**src/rtl/adder_operand_queue.sv**
```systemverilog
// adder_operand_queue: first-word-fall-through FIFO of operand pairs feeding adder_top.
module adder_operand_queue #(
  parameter int WIDTH = 32,
  parameter int DEPTH = 8,
  parameter int CNT_W = $clog2(DEPTH) + 1
) (
  input  logic             clk,
  input  logic             rst,
  input  logic             in_valid,
  output logic             in_ready,
  input  logic [WIDTH:0]   in_A,
  input  logic [WIDTH:0]   in_B,
  output logic [WIDTH:0]   data_A,
  output logic [WIDTH:0]   data_B,
  output logic             out_valid,
  input  logic             out_ready,
  output logic [CNT_W-1:0] count,
  output logic             full,
  output logic             empty,
  output logic             overflow
);
  localparam int PW = $clog2(DEPTH);
  logic [WIDTH:0]   mem_a_q [DEPTH];
  logic [WIDTH:0]   mem_b_q [DEPTH];
  logic [PW-1:0]    rd_ptr_q, rd_ptr_d, wr_ptr_q, wr_ptr_d;
  logic [CNT_W-1:0] count_q, count_d;
  logic             overflow_q, overflow_d;
  logic             push, pop;
  assign full      = count_q == CNT_W'(DEPTH);
  assign empty     = count_q == '0;
  assign in_ready  = !full;
  assign out_valid = !empty;
  assign count     = count_q;
  assign overflow  = overflow_q;
  assign push      = in_valid & in_ready;
  assign pop       = out_valid & out_ready;
  // Empty queue drives zeros so the adder never sees a stale pair.
  assign data_A    = out_valid ? mem_a_q[rd_ptr_q] : '0;
  assign data_B    = out_valid ? mem_b_q[rd_ptr_q] : '0;
  always_comb begin
    wr_ptr_d   = push ? wr_ptr_q + PW'(1) : wr_ptr_q;
    rd_ptr_d   = pop ? rd_ptr_q + PW'(1) : rd_ptr_q;
    count_d    = count_q + CNT_W'(push) - CNT_W'(pop);
    overflow_d = overflow_q | (in_valid & ~in_ready);
  end
  always_ff @(posedge clk) begin
    if (rst) begin
      rd_ptr_q   <= '0;
      wr_ptr_q   <= '0;
      count_q    <= '0;
      overflow_q <= 1'b0;
    end else begin
      rd_ptr_q   <= rd_ptr_d;
      wr_ptr_q   <= wr_ptr_d;
      count_q    <= count_d;
      overflow_q <= overflow_d;
    end
  end
  always_ff @(posedge clk) begin
    if (push && !rst) begin
      mem_a_q[wr_ptr_q] <= in_A;
      mem_b_q[wr_ptr_q] <= in_B;
    end
  end
endmodule

```
**config.mk**
```make
export PLATFORM = sky130hd
export DESIGN_NAME = adder_operand_queue
export DESIGN_NICKNAME = d
export VERILOG_FILES = /design/src/rtl/adder_operand_queue.sv
export SDC_FILE = /design/constraint.sdc
export NUM_CORES = 1
export LEC_CHECK = 0
export ABC_AREA = 1
export CORE_MARGIN = 2
export CORE_UTILIZATION = 40
export CTS_CLUSTER_DIAMETER = 80
export DETAILED_ROUTE_END_ITERATION = 10
export PLACE_DENSITY_LB_ADDON = 0.08
export SLEW_MARGIN = 20
export SYNTH_ARGS = -nofsm -noshare
export SYNTH_HDL_FRONTEND = slang
export SYNTH_SLANG_ARGS = --single-unit
```
**constraint.sdc**
```tcl
create_clock -name clk -period 5.8 [get_ports clk]
set_input_delay 0.58 -clock clk [delete_from_list [all_inputs] [get_ports clk]]
set_output_delay 0.58 -clock clk [all_outputs]
set_load 0.02 [all_outputs]
```
==> results by group, run 1 <==
Clock tree
  – # clock sinks: 542
  – CTS Buffer Depth: 3
  – CTS tree: done
  – Root Driver: clkbuf_16
  – Cts bufs inserted: 59
  – CTS H-tree depth: 2
  – Setup Buffers After CTS: 0
  – Clock transition at path regs: 0.06 ns
  – Hold-fix buffers, CTS: 0
  – Post-CTS Resized: 0
  – Clock latency on the worst-skew pair: 0.60 ns

Worst setup path
  – Slowest CP cell: buf_4
  – Flop-to-flop setup slack: 2.89 ns
  – Crit-path max cell delay: 0.82 ns
  – Buffer and inverter count on the worst path: 3
  – Critical Path, Cell by Cell: buf_4, buf_4, nand2_1, nand3_1, nand3_1, nand2_1, nor2_1, clkdlybuf4s50_1
  – Critical Path AT: 3.83 ns
  – R2R depth: 12
  – Worst reg2reg path startpoint: count[2]$_SDFF_PP0_
  – CP top delay family: buffers and inverters
  – WP data required: 5.22 ns
  – Max FO, Critical Path: 87
  – Startpoint class of the critical path: register
  – Setup crit end kind: primary output
  – Reg-to-Reg End: count[2]$_SDFF_PP0_
  – CP Class: register to primary output

Detailed routing
  – Vias per cell: 4.632
  – DR pass1 iterations: 5
  – Routed wire length: 56,340 um
  – Initial DRC Count: 1,003
  – Wire per inst: 16.91 um
  – DR vias: 15,430
  – Number of routed nets with antenna violations: 0
  – DRC: 0

Synthesis
  – Post-Synth Adder-Cell Area: 0.4538%
  – Largest family of logic cells by synthesized area: simple AND/OR/NAND/NOR gates
  – Post-Synth XOR/XNOR Area: 0.03694%
  – Synth unique cells: 17
  – Synth Area in Simple Gates: 20.37%
  – Ys Warns: 0
  – Sequential share of the synthesized area: 68.06%
  – Compound-Gate Fraction of Synth Area: 0.1900%
  – Yosys top cell area share: 66.87%
  – Cells after Synth: 2,392
  – Synth Register Bits: 542
  – Mean Syn Cell Area: 9.912 sq um
  – Portion of netlist area occupied by mux cells: 0%
  – Synth area leaders: edfxtp_1, nand2_1, inv_1
  – Syn_nets: 2,470
  – Post-Synthesis Cell Area: 23,710 sq um
  – Synth area leader: edfxtp_1

Global routing
  – GRT Overall Usage: 18.77%
  – Largest net degree at the start of global routing: 176
  – First-pass GRT wire length: 87,410 um
  – Total grt overflow: 0
  – Vias in the first global route: 15,160
  – Initial antenna violation count: 6

STA
  – Setup TNS: 0 ns
  – Clock skew: 0.01610 ns
  – Final setup fails: 0
  – Fin Hold WS: 0.4521 ns
  – Max-slew violations: 0
  – Tcrit/Tclk final: 76.01%
  – Minimum clock period: 4.409 ns
  – Max frequency: 0.2268 GHz
  – Rel. slew slack: 29.43%
  – Final Hold Viols: 0
  – Worst Max-Slew Pin Slew: 1.058 ns
  – RSZ-0062 raised after global routing: false

Placement
  – Cell Area, Placed: 25,930 sq um
  – Number of buffers added on ports: 144
  – Final HPWL DP: 27,930 um
  – RePlAce Congestion: 0.7456

Layout
  – Commonest non-fill, non-tap cell in the layout: nand2_1
  – Most frequent cells in the layout: nand2_1, inv_1, edfxtp_1, nand3_1, nor2_1
  – Fin area: 27,750 sq um
  – Share of layout cells above drive strength 1: 4.462%
  – Syn-to-layout area delta: 17.05%
  – Fin util: 47.20%
  – Fillcell total: 5,437
  – Nets: 2,590

Floorplanning
  – Die area: 61,240 sq um
  – Floorplan row count: 89
  – # IOs: 145
  – Die Width: 247.5 um
  – Core Region: 58,800 sq um
  – DIE HEIGHT: 247.5 um
  – Starting density of the core: 40.32%

Min path
  – Hold Path Origin: overflow$_SDFF_PP0_
  – Hold endpoint: overflow$_SDFF_PP0_
  – Worst hold stages: 2
  – Hold Path Class: register to register

Power
  – Max VDD drop: 0.0004934 V
  – Pwr dens: 427.2 nW/um^2
  – Leakage: 12.09 nW
  – Power, Total: 11.85 mW

Status
  – Status: finished clean

Flow run
  – Max_cap viols: 0
## cells in the mapped netlist, drive strengths merged
cell type	number
fa	1
o21ai	2
dfxtp	14
ha	7
edfxtp	528
inv	549
nor3	2
buf	96
xor2	1
a21oi	7
nor2	153
nand2	679
clkbuf	14
nand3	339
## area by class of cell
cell class	instances	area (sq um)	share of cell area, %
inverters	549	2073	7.471
repair buffers	169	1703	6.136
multi-input cells	1191	5071	18.27
diodes	3	7.507	0.02705
well taps	773	967.2	3.485
clock inverters	31	211.5	0.7619
flip-flops and latches	542	16150	58.18
clock buffers	73	1572	5.663
## kinds of logic (layout without fill, tap and decap cells)
kind of cell             Yosys count  count (layout)
other                              0               3
adder cells (fa/ha/maj)            8               8
flip-flops                       542             542
XOR/XNOR                           1               1
AO/OA/AOI/OAI                      9               9
buffers and inverters            659             822
AND/OR/NAND/NOR                 1173            1173
## worst max path at each step
stage,startpoint,to,depth (start not counted)
floorplan,count[2]$_SDFF_PP0_,mem_a_q[2][0]$_DFFE_PP_,7
global placement,register,data_A[17],8
detailed placement,register,data_A[21],8
CTS,register,data_A[21],8
global route,register,data_A[21],8
finish,register,data_A[21],8
## power by group
group          total, mW  switching, mW  internal (mW)
registers           4.54         0.0825           4.46
clock network       3.49           1.46           2.03
logic               3.82           2.47           1.36
## metal layers
metal / part of all wire, % / GRT usage, % / vias to the layer above
met2: 47 / 31.38 / 296
met3: 4.9 / 3.568 / 93
li1: - / - / 7725
met5: 0.078 / 0 / -
met4: 2.2 / 4.896 / 8
met1: 46 / 25.15 / 7307
## registers in the layout (all words and copies together) (netlist names), named ones only
signal / cells
mem_b_q: 264
overflow: 1
mem_a_q: 264
wr_ptr_q: 3
count: 4
rd_ptr_q: 3
## through the flow
stage                     setup slack, ns  std cells
after floorplan                     1.195       2392
after global placement              2.054       3223
after detailed placement            2.015       3223
final                               1.391       3331
after global routing                1.083       3329
after CTS                           1.337       3327
## tightest hold or removal path, delay by kind of cell (launching register included)
kind / cells / cell delay, ns
compound gates: 1 / 0.05
buf+inv: 1 / 0.05
flops: 1 / 0.31
(Power assumes the default switching activity.)
==> run 2: changes to the inputs <==
- clock period: 5.8 -> 3.6 ns (I/O delays scaled with it)
==> results by group, run 2 (same netlist as run 1, synthesis figures left out) <==
Global routing
  – Largest net degree at the start of global routing: 139 (-21%)
  – First-pass GRT wire length: 87,000 um (-0.47%)
  – Vias in the first global route: 15,000 (-1.0%)
  – Total grt overflow: 0 (unchanged)
  – GRT Overall Usage: 18.60% (-0.17 points)
  – Initial antenna violation count: 3 (-3)

Worst setup path
  – Reg-to-Reg End: count[2]$_SDFF_PP0_
  – CP Class: register to primary output
  – Flop-to-flop setup slack: 1.04 ns (-1.85 ns)
  – Startpoint class of the critical path: register
  – Worst setup path end: data_B[12]
  – R2R depth: 12 (unchanged)
  – Total stage count of the critical path: 8 (unchanged)
  – Slowest CP cell: inv_8
  – WP data required: 3.24 ns (-1.98 ns)
  – Crit-path max cell delay: 0.64 ns (-0.18 ns)
  – Max FO, Critical Path: 136 (+56%)
  – Critical Path AT: 2.98 ns (-0.85 ns)
  – Setup crit end kind: primary output
  – Critical Path, Cell by Cell: inv_8, buf_4, nand2_1, nand3_1, nand2_1, nor2_1, nor2_1, clkdlybuf4s50_1
  – Buffer and inverter count on the worst path: 3 (unchanged)
  – Worst reg2reg path startpoint: count[2]$_SDFF_PP0_
  – CP top delay family: buffers and inverters

Placement
  – Number of buffers added on ports: 144 (unchanged)
  – RePlAce Congestion: 0.7659 (+2.7%)
  – Final HPWL DP: 30,420 um (+8.9%)
  – Cell Area, Placed: 26,300 sq um (+1.4%)

Detailed routing
  – DR pass1 iterations: 5 (unchanged)
  – Wire per inst: 16.74 um (-1.0%)
  – DR vias: 15,590 (+1.0%)
  – Initial DRC Count: 890 (-11%)
  – Number of routed nets with antenna violations: 0 (unchanged)
  – Routed wire length: 56,100 um (-0.41%)
  – Vias per cell: 4.650 (+0.39%)
  – DRC: 0 (unchanged)

Clock tree
  – # clock sinks: 542 (unchanged)
  – CTS H-tree depth: 2 (unchanged)
  – Setup Buffers After CTS: 0 (unchanged)
  – Cts bufs inserted: 60 (+1.7%)
  – CTS tree: done
  – Clock latency on the worst-skew pair: 0.61 ns (about the same)
  – Clock transition at path regs: 0.06 ns (about the same)
  – Root Driver: clkbuf_16
  – Post-CTS Resized: 0 (unchanged)
  – Hold-fix buffers, CTS: 0 (unchanged)
  – CTS Buffer Depth: 3 (unchanged)

Floorplanning
  – DIE HEIGHT: 247.5 um (unchanged)
  – Core Region: 58,800 sq um (unchanged)
  – Die area: 61,240 sq um (unchanged)
  – Starting density of the core: 40.32% (unchanged)
  – Die Width: 247.5 um (unchanged)
  – Floorplan row count: 89 (unchanged)
  – # IOs: 145 (unchanged)

Power
  – Max VDD drop: 0.0005961 V (+21%)
  – Leakage: 12.32 nW (+1.9%)
  – Pwr dens: 697.8 nW/um^2 (+63%)
  – Power, Total: 19.72 mW (+66%)

STA
  – Clock skew: 0.01688 ns (+0.0007808 ns)
  – Rel. slew slack: 42.23% (+13 points)
  – Max frequency: 0.2994 GHz
  – Max-slew violations: 0 (unchanged)
  – Final setup fails: 0 (unchanged)
  – Tcrit/Tclk final: 92.77%
  – Minimum clock period: 3.340 ns
  – RSZ-0062 raised after global routing: false
  – Worst Max-Slew Pin Slew: 0.8665 ns (-0.1920 ns)
  – Final Hold Viols: 0 (unchanged)
  – Setup TNS: 0 ns (unchanged)

Layout
  – Share of layout cells above drive strength 1: 5.351% (+0.89 points)
  – Fillcell total: 5,456 (+0.35%)
  – Flip-flop and latch area: 16,150 sq um (unchanged)
  – Multi-input logic area: 5071 sq um (unchanged)
  – Fin util: 48.06% (+0.86 points)
  – Most frequent cells in the layout: nand2_1, inv_1, edfxtp_1, nand3_1, nor2_1
  – Commonest non-fill, non-tap cell in the layout: nand2_1
  – Fin area: 28,250 sq um (+1.8%)
  – Nets: 2,611 (+0.81%)
  – Ant diodes: 0 (-3)
  – Syn-to-layout area delta: 19.17%

Flow run
  – Max_cap viols: 0 (unchanged)

Min path
  – Hold Path Class: input port to register

Status
  – Status: finished clean
run 2: cell count changes in the layout (fill, tap and decap cells not counted), moves of 3 or more:
cell	previous run	this run
buf_12	4	21
clkinv_2	10	7
diode_2	3	0
bufinv_16	3	9
clkinv_1	17	20
buf_4	19	24
clkbuf_1	12	9
run 2: how the worst min path moves through the flow:
stage	depth (start not counted)	endpoint	slack (ns)	from
floorplan	0	mem_a_q[0][0]$_DFFE_PP_	0.46	in_A[0]
global placement	2	overflow$_SDFF_PP0_	0.44	overflow$_SDFF_PP0_
detailed placement	2	overflow$_SDFF_PP0_	0.46	overflow$_SDFF_PP0_
CTS	3	register	0.37	out_ready
global route	3	rd_ptr_q[2]$_SDFFE_PP0P_	0.43	out_ready
finish	3	rd_ptr_q[2]$_SDFFE_PP0P_	0.40	out_ready
run 2: final cells by class:
cell class              count  share of cell area (%)
multi-input cells        1191                   17.95
well taps                 773                   3.423
inverters                 549                   7.329
repair buffers            189                   7.227
clock inverters            38                   1.404
flip-flops and latches    542                   57.15
clock buffers              70                   5.522
run 2: metal layers:
metal	up-vias	share of wire [%]	GRT usage, %
met5	-	0.064	0
met1	7465	46	25.54
met3	80	4.4	3.157
met2	271	48	30.95
li1	7765	-	-
met4	6	1.8	4.262
run 2: power breakdown:
group	switching (mW)	total (mW)	internal, mW
Combinational	4.01	6.29	2.28
Clock	2.44	6.15	3.70
Sequential	0.0996	7.28	7.18
Total	6.55	19.7	13.2
run 2: metrics by stage:
step / setup WS [ns] / hold WS, ns / instances
global placement: 0.8523 / 0.4389 / 3244
detailed placement: 0.8559 / 0.4582 / 3244
floorplan: -1.005 / 0.4589 / 2392
CTS: 0.1914 / 0.3702 / 3352
finish: 0.2603 / 0.4022 / 3352
global route: 0.02018 / 0.4337 / 3352
run 2: tightest hold or removal path, stage by stage:
cell             delay [ns]
clkdlybuf4s50_1        0.42
nand3_1                0.11
a21oi_1                0.07
